==> config.mk <==
export PLATFORM = sky130hd
export DESIGN_NAME = rambus_arbiter
export DESIGN_NICKNAME = d
export VERILOG_FILES = /design/src/rtl/rambus_arbiter.sv
export SDC_FILE = /design/constraint.sdc
export NUM_CORES = 1
export LEC_CHECK = 0
export CAP_MARGIN = 10
export CORE_MARGIN = 1.5
export CORE_UTILIZATION = 41
export DETAILED_ROUTE_END_ITERATION = 16
export GPL_ROUTABILITY_DRIVEN = 0
export MAX_ROUTING_LAYER = met4
export PLACE_DENSITY = 0.85
export SLEW_MARGIN = 15
export SYNTH_ARGS = -nofsm -noshare
export SYNTH_HDL_FRONTEND = slang
export SYNTH_SLANG_ARGS = --single-unit
export TNS_END_PERCENT = 10
==> constraint.sdc <==
create_clock -name rambus_wb_clk_i -period 2.2 [get_ports rambus_wb_clk_i]
set_input_delay 0.44 -clock rambus_wb_clk_i [delete_from_list [all_inputs] [get_ports rambus_wb_clk_i]]
set_output_delay 0.44 -clock rambus_wb_clk_i [all_outputs]
set_load 0.02 [all_outputs]
==> src/rtl/rambus_arbiter.sv <==
// Two-port round-robin Wishbone arbiter sequencing a 32-bit bank of four 512x8
// SRAM macros through a fixed IDLE/ACCESS/RESP/ACK cycle with a registered ack.
module rambus_arbiter #(
  parameter int AW = 9,
  parameter int DW = 32
) (
  input  logic          rambus_wb_clk_i,
  input  logic          rambus_wb_rst_i,
  input  logic          m0_cyc_i,
  input  logic          m0_stb_i,
  input  logic          m0_we_i,
  input  logic [3:0]    m0_sel_i,
  input  logic [AW-1:0] m0_addr_i,
  input  logic [DW-1:0] m0_dat_i,
  output logic          m0_ack_o,
  output logic [DW-1:0] m0_dat_o,
  input  logic          m1_cyc_i,
  input  logic          m1_stb_i,
  input  logic          m1_we_i,
  input  logic [3:0]    m1_sel_i,
  input  logic [AW-1:0] m1_addr_i,
  input  logic [DW-1:0] m1_dat_i,
  output logic          m1_ack_o,
  output logic [DW-1:0] m1_dat_o,
  output logic          sram_cen_o,
  output logic          sram_gwen_o,
  output logic [DW-1:0] sram_wen_o,
  output logic [AW-1:0] sram_a_o,
  output logic [DW-1:0] sram_d_o,
  input  logic [DW-1:0] sram_q_i
);

  typedef enum logic [1:0] {IDLE, ACCESS, RESP, ACK} state_t;

  state_t        state, state_nxt;
  logic          grant, grant_nxt;
  logic          last_grant, last_grant_nxt;
  logic          gnt_we, gnt_we_nxt;
  logic          cen_nxt, gwen_nxt;
  logic [DW-1:0] wen_nxt, d_nxt, dat0_nxt, dat1_nxt;
  logic [AW-1:0] a_nxt;
  logic          ack0_nxt, ack1_nxt;

  logic          req0, req1, pick;
  logic          pick_we, gnt_cyc;
  logic [3:0]    pick_sel;
  logic [AW-1:0] pick_addr;
  logic [DW-1:0] pick_dat;

  assign req0 = m0_cyc_i & m0_stb_i;
  assign req1 = m1_cyc_i & m1_stb_i;

  // Contested requests go to the port that did not win last time.
  assign pick      = (req0 & req1) ? ~last_grant : req1;
  assign pick_we   = pick ? m1_we_i   : m0_we_i;
  assign pick_sel  = pick ? m1_sel_i  : m0_sel_i;
  assign pick_addr = pick ? m1_addr_i : m0_addr_i;
  assign pick_dat  = pick ? m1_dat_i  : m0_dat_i;
  assign gnt_cyc   = grant ? m1_cyc_i : m0_cyc_i;

  always_comb begin
    state_nxt      = state;
    grant_nxt      = grant;
    last_grant_nxt = last_grant;
    gnt_we_nxt     = gnt_we;
    cen_nxt        = sram_cen_o;
    gwen_nxt       = sram_gwen_o;
    wen_nxt        = sram_wen_o;
    a_nxt          = sram_a_o;
    d_nxt          = sram_d_o;
    ack0_nxt       = 1'b0;
    ack1_nxt       = 1'b0;
    dat0_nxt       = m0_dat_o;
    dat1_nxt       = m1_dat_o;
    case (state)
      IDLE: begin
        if (req0 | req1) begin
          grant_nxt      = pick;
          last_grant_nxt = pick;
          gnt_we_nxt     = pick_we;
          cen_nxt        = 1'b0;
          gwen_nxt       = ~pick_we;
          for (int k = 0; k < 4; k++)
            wen_nxt[8*k +: 8] = {8{~(pick_we & pick_sel[k])}};
          a_nxt          = pick_addr;
          d_nxt          = pick_dat;
          state_nxt      = ACCESS;
        end
      end
      ACCESS: begin
        cen_nxt   = 1'b1;
        gwen_nxt  = 1'b1;
        wen_nxt   = '1;
        state_nxt = RESP;
      end
      RESP: begin
        // A master that dropped cyc gets no ack; its write has already committed.
        if (gnt_cyc) begin
          if (grant) begin
            ack1_nxt = 1'b1;
            if (!gnt_we) dat1_nxt = sram_q_i;
          end else begin
            ack0_nxt = 1'b1;
            if (!gnt_we) dat0_nxt = sram_q_i;
          end
          state_nxt = ACK;
        end else begin
          state_nxt = IDLE;
        end
      end
      ACK: state_nxt = IDLE;
      default: state_nxt = IDLE;
    endcase
  end

  always_ff @(posedge rambus_wb_clk_i) begin
    if (rambus_wb_rst_i) begin
      state       <= IDLE;
      grant       <= 1'b0;
      last_grant  <= 1'b1;
      gnt_we      <= 1'b0;
      sram_cen_o  <= 1'b1;
      sram_gwen_o <= 1'b1;
      sram_wen_o  <= '1;
      sram_a_o    <= '0;
      sram_d_o    <= '0;
      m0_ack_o    <= 1'b0;
      m1_ack_o    <= 1'b0;
      m0_dat_o    <= '0;
      m1_dat_o    <= '0;
    end else begin
      state       <= state_nxt;
      grant       <= grant_nxt;
      last_grant  <= last_grant_nxt;
      gnt_we      <= gnt_we_nxt;
      sram_cen_o  <= cen_nxt;
      sram_gwen_o <= gwen_nxt;
      sram_wen_o  <= wen_nxt;
      sram_a_o    <= a_nxt;
      sram_d_o    <= d_nxt;
      m0_ack_o    <= ack0_nxt;
      m1_ack_o    <= ack1_nxt;
      m0_dat_o    <= dat0_nxt;
      m1_dat_o    <= dat1_nxt;
    end
  end

endmodule

==> qor.yml <==
p_leak_nw: 2.89
whs_path_depth: 2
crit_path_max_incr_delay_ns: 0.69
path_clk_slew_ns: 0.05
status: "complete, no violations"
die_w_um: 111
multi_input_area_um2: 1960
clock_skew_ns: 0.0112
worstPathArrival_ns: 1.59
rows: 39
crit_buf_inv: 1
crit_required_ns: 1.76
drt_iter0_drc: 347
start_util_pct: 41.8
fin_nets: 956
post_cts_resized: 0
finalHoldViolCount: 0
regArea_um2: 2360
ctsRootBufferMaster: "clkbuf_16"
crit_chain: "clkdlybuf4s50_1"
ir_drop_mv: 0.556
r2r_setup_slack_ns: 0.68
routed_wl_um: 14700
fill_cells: 877
hpwl_um: 10600
crit_path_start_kind: "register"
hold_buffers: 0
synth.net_count: 730
r2r_cells: 5
synthCells: 600
reg2reg_from: "state[1]"
clock_latency_ns: 0.40
io_pins: 271
place.port_buffers: 270
synth_cell_type_count: 25
slowest_stage: "clkdlybuf4s50_1"
die_h_um: 111
syn_area_per_cell_um2: 7.93
p_seq_share_pct: 38.8
grt_setup_unrepaired: "false"
timing.final.crit_share_pct: 92.3
drt-pass1-iter-count: 4
setup_tns_ns: 0
viasPerCell: 5.05
grt_pass1_wl_um: 23400
cts_tree: "done"
report.final.slew_viol_count: 0
max-slew-margin-rel_pct: 58.3
criticalPathCategory: "register to output pin"
grt_start_max_net_pins: 85
max_freq_mhz: 493
cts_buffers: 17
clock_power_share_pct: 42.0
p_sw_mw: 1.58
ant_nets: 0
clkSinkCount: 118
vias: 4955
fin_crit_ns: 2.03
drive_gt1_share_pct: 5.61
cap_violations: 0
area_growth_pct: 66.3
sw_frac_of_total_pct: 26.0
hp-start: "m0_dat_o[23]"
synth_area_um2: 4760
ys_seq_elements: 118
cp_max_fo: 9
cp_top_family: "buffers and inverters"
grt_overflow_total: 0
pre_cts_ws_ns: 0.0139
p_int_mw: 4.48
setup_violations: 0
reg2reg_to: "m1_dat_o[26]"
wire_per_inst_um: 15.0
ys_seq_area_share_pct: 49.7
tightest_slew_ns: 0.626
cts_buffer_depth: 2
die_area_um2: 12300
yosysWarnings: 0
cp-end-kind: "output pin"
combPwrFrac_pct: 19.2
min_path_type: "register to register"
fin_ws_ns: 0.170
coreArea_um2: 11400
power_density_nw_per_um2: 766
design_power_total_mw: 6.06
grt_pass1_vias: 4845
cts_setup_buffers: 0
h-tree-depth: 4
diodes: 0
drc: 0
min_to: "m0_dat_o[23]"
track_usage_pct: 24.3
antenna_found_initial: 0
[synthesized netlist by cell type]
cell / n / area (µm²)
nand4_1: 4 / 25.0
buf_2: 22 / 110
a211o_1: 2 / 17.5
and3_1: 5 / 31.3
buf_4: 34 / 255
a21o_1: 1 / 7.51
o211a_1: 1 / 10.0
nand2b_1: 2 / 12.5
nand3_1: 3 / 15.0
and2_1: 3 / 18.8
or3_1: 2 / 12.5
a211oi_2: 1 / 12.5
nand2_1: 222 / 833
a311oi_1: 41 / 359
a221o_1: 4 / 40.0
nor3_2: 2 / 20.0
nand2_2: 1 / 6.26
clkbuf_1: 17 / 63.8
dfxtp_1: 118 / 2360
a21oi_1: 68 / 340
nand2b_4: 1 / 13.8
nor3_1: 2 / 10.0
buf_6: 2 / 22.5
nor2_1: 41 / 154
inv_1: 1 / 3.75
[flip-flops by register name, summed over array words and instances (netlist names), 2 cells and up]
signal and flops:
sram_wen_o 4, m1_dat_o 32, sram_a_o 9, m0_dat_o 32, sram_d_o 32, state 2
[cell families (layout without fill, tap and decap cells)]
kind of cell | count (synthesis) | in the layout | share of synthesized area (%)
AO/OA/AOI/OAI | 118 | 118 | 16.5
buffers and inverters | 76 | 314 | 9.57
flip-flops | 118 | 118 | 49.7
AND/OR/NAND/NOR | 288 | 288 | 24.2
[worst max-delay path by stage]
stage | slack [ns] | from | end | depth (start not counted)
6_report | 0.17 | sram_wen_o[15] | sram_wen_o[8] | 1
2_1_floorplan | 0.77 | m0_stb_i | sram_wen_o[23] | 5
3_3_place_gp | 0.09 | m0_cyc_i | sram_d_o[11] | 6
5_1_grt | 0.08 | sram_wen_o[15] | sram_wen_o[8] | 1
3_5_place_dp | 0.01 | m0_cyc_i | sram_d_o[22] | 6
4_1_cts | 0.13 | sram_wen_o[15] | sram_wen_o[8] | 1
[power by group through the flow]
stage / clock network, mW / registers [mW] / logic, mW
2_1_floorplan: 0 / 2.51 / 0.466
3_3_place_gp: 0 / 2.39 / 1.14
3_5_place_dp: 0 / 2.39 / 1.16
4_1_cts: 2.58 / 2.35 / 1.17
5_1_grt: 2.71 / 2.36 / 1.23
6_report: 2.55 / 2.35 / 1.16
[area by class of cell]
type / instances / share of cell area (%)
Inverter: 1 / 0.0475
Multi-Input combinational cell: 406 / 24.8
Sequential cell: 118 / 29.9
Tap cell: 143 / 2.26
Timing Repair Buffer: 282 / 36.1
Clock buffer: 22 / 6.00
Clock inverter: 9 / 0.981
[layer usage]
metal	part of all wire [%]	global-route usage (%)	up-vias
met5	0	-	-
met4	1.9	8.72	0
met3	6.9	7.16	19
met2	52	42.1	220
met1	39	26.6	2287
li1	-	-	2429
[cells in the final DEF, fill, tap and decap left out]
cell type,n
clkbuf_8,3
nor3_1,2
nand2b_1,2
bufinv_16,1
inv_1,1
and2_1,3
a21o_1,1
a311oi_1,41
a221o_1,4
nand3_1,3
buf_4,8
clkbuf_1,2
a211o_1,2
clkinv_2,5
and3_1,5
nor3_4,2
clkbuf_16,17
buf_12,5
nand2b_4,1
o211a_1,1
nor2_1,41
clkinvlp_4,3
nand2_1,222
nand2_2,1
or3_1,2
a21oi_1,68
nand4_1,4
dfxtp_1,118
clkdlybuf4s50_1,269
a211oi_4,1
[per-stage QoR]
step                hold slack, ns  instances  utilization [%]  cell area, µm²
detailed placement           0.446        950             64.7            7360
CTS                          0.456        981             69.6            7910
finish                       0.451        981             69.6            7910
global placement             0.441        950             64.7            7360
global route                 0.468        981             69.6            7910
floorplan                    0.437        600                -            4760
(Power assumes the default switching activity.)
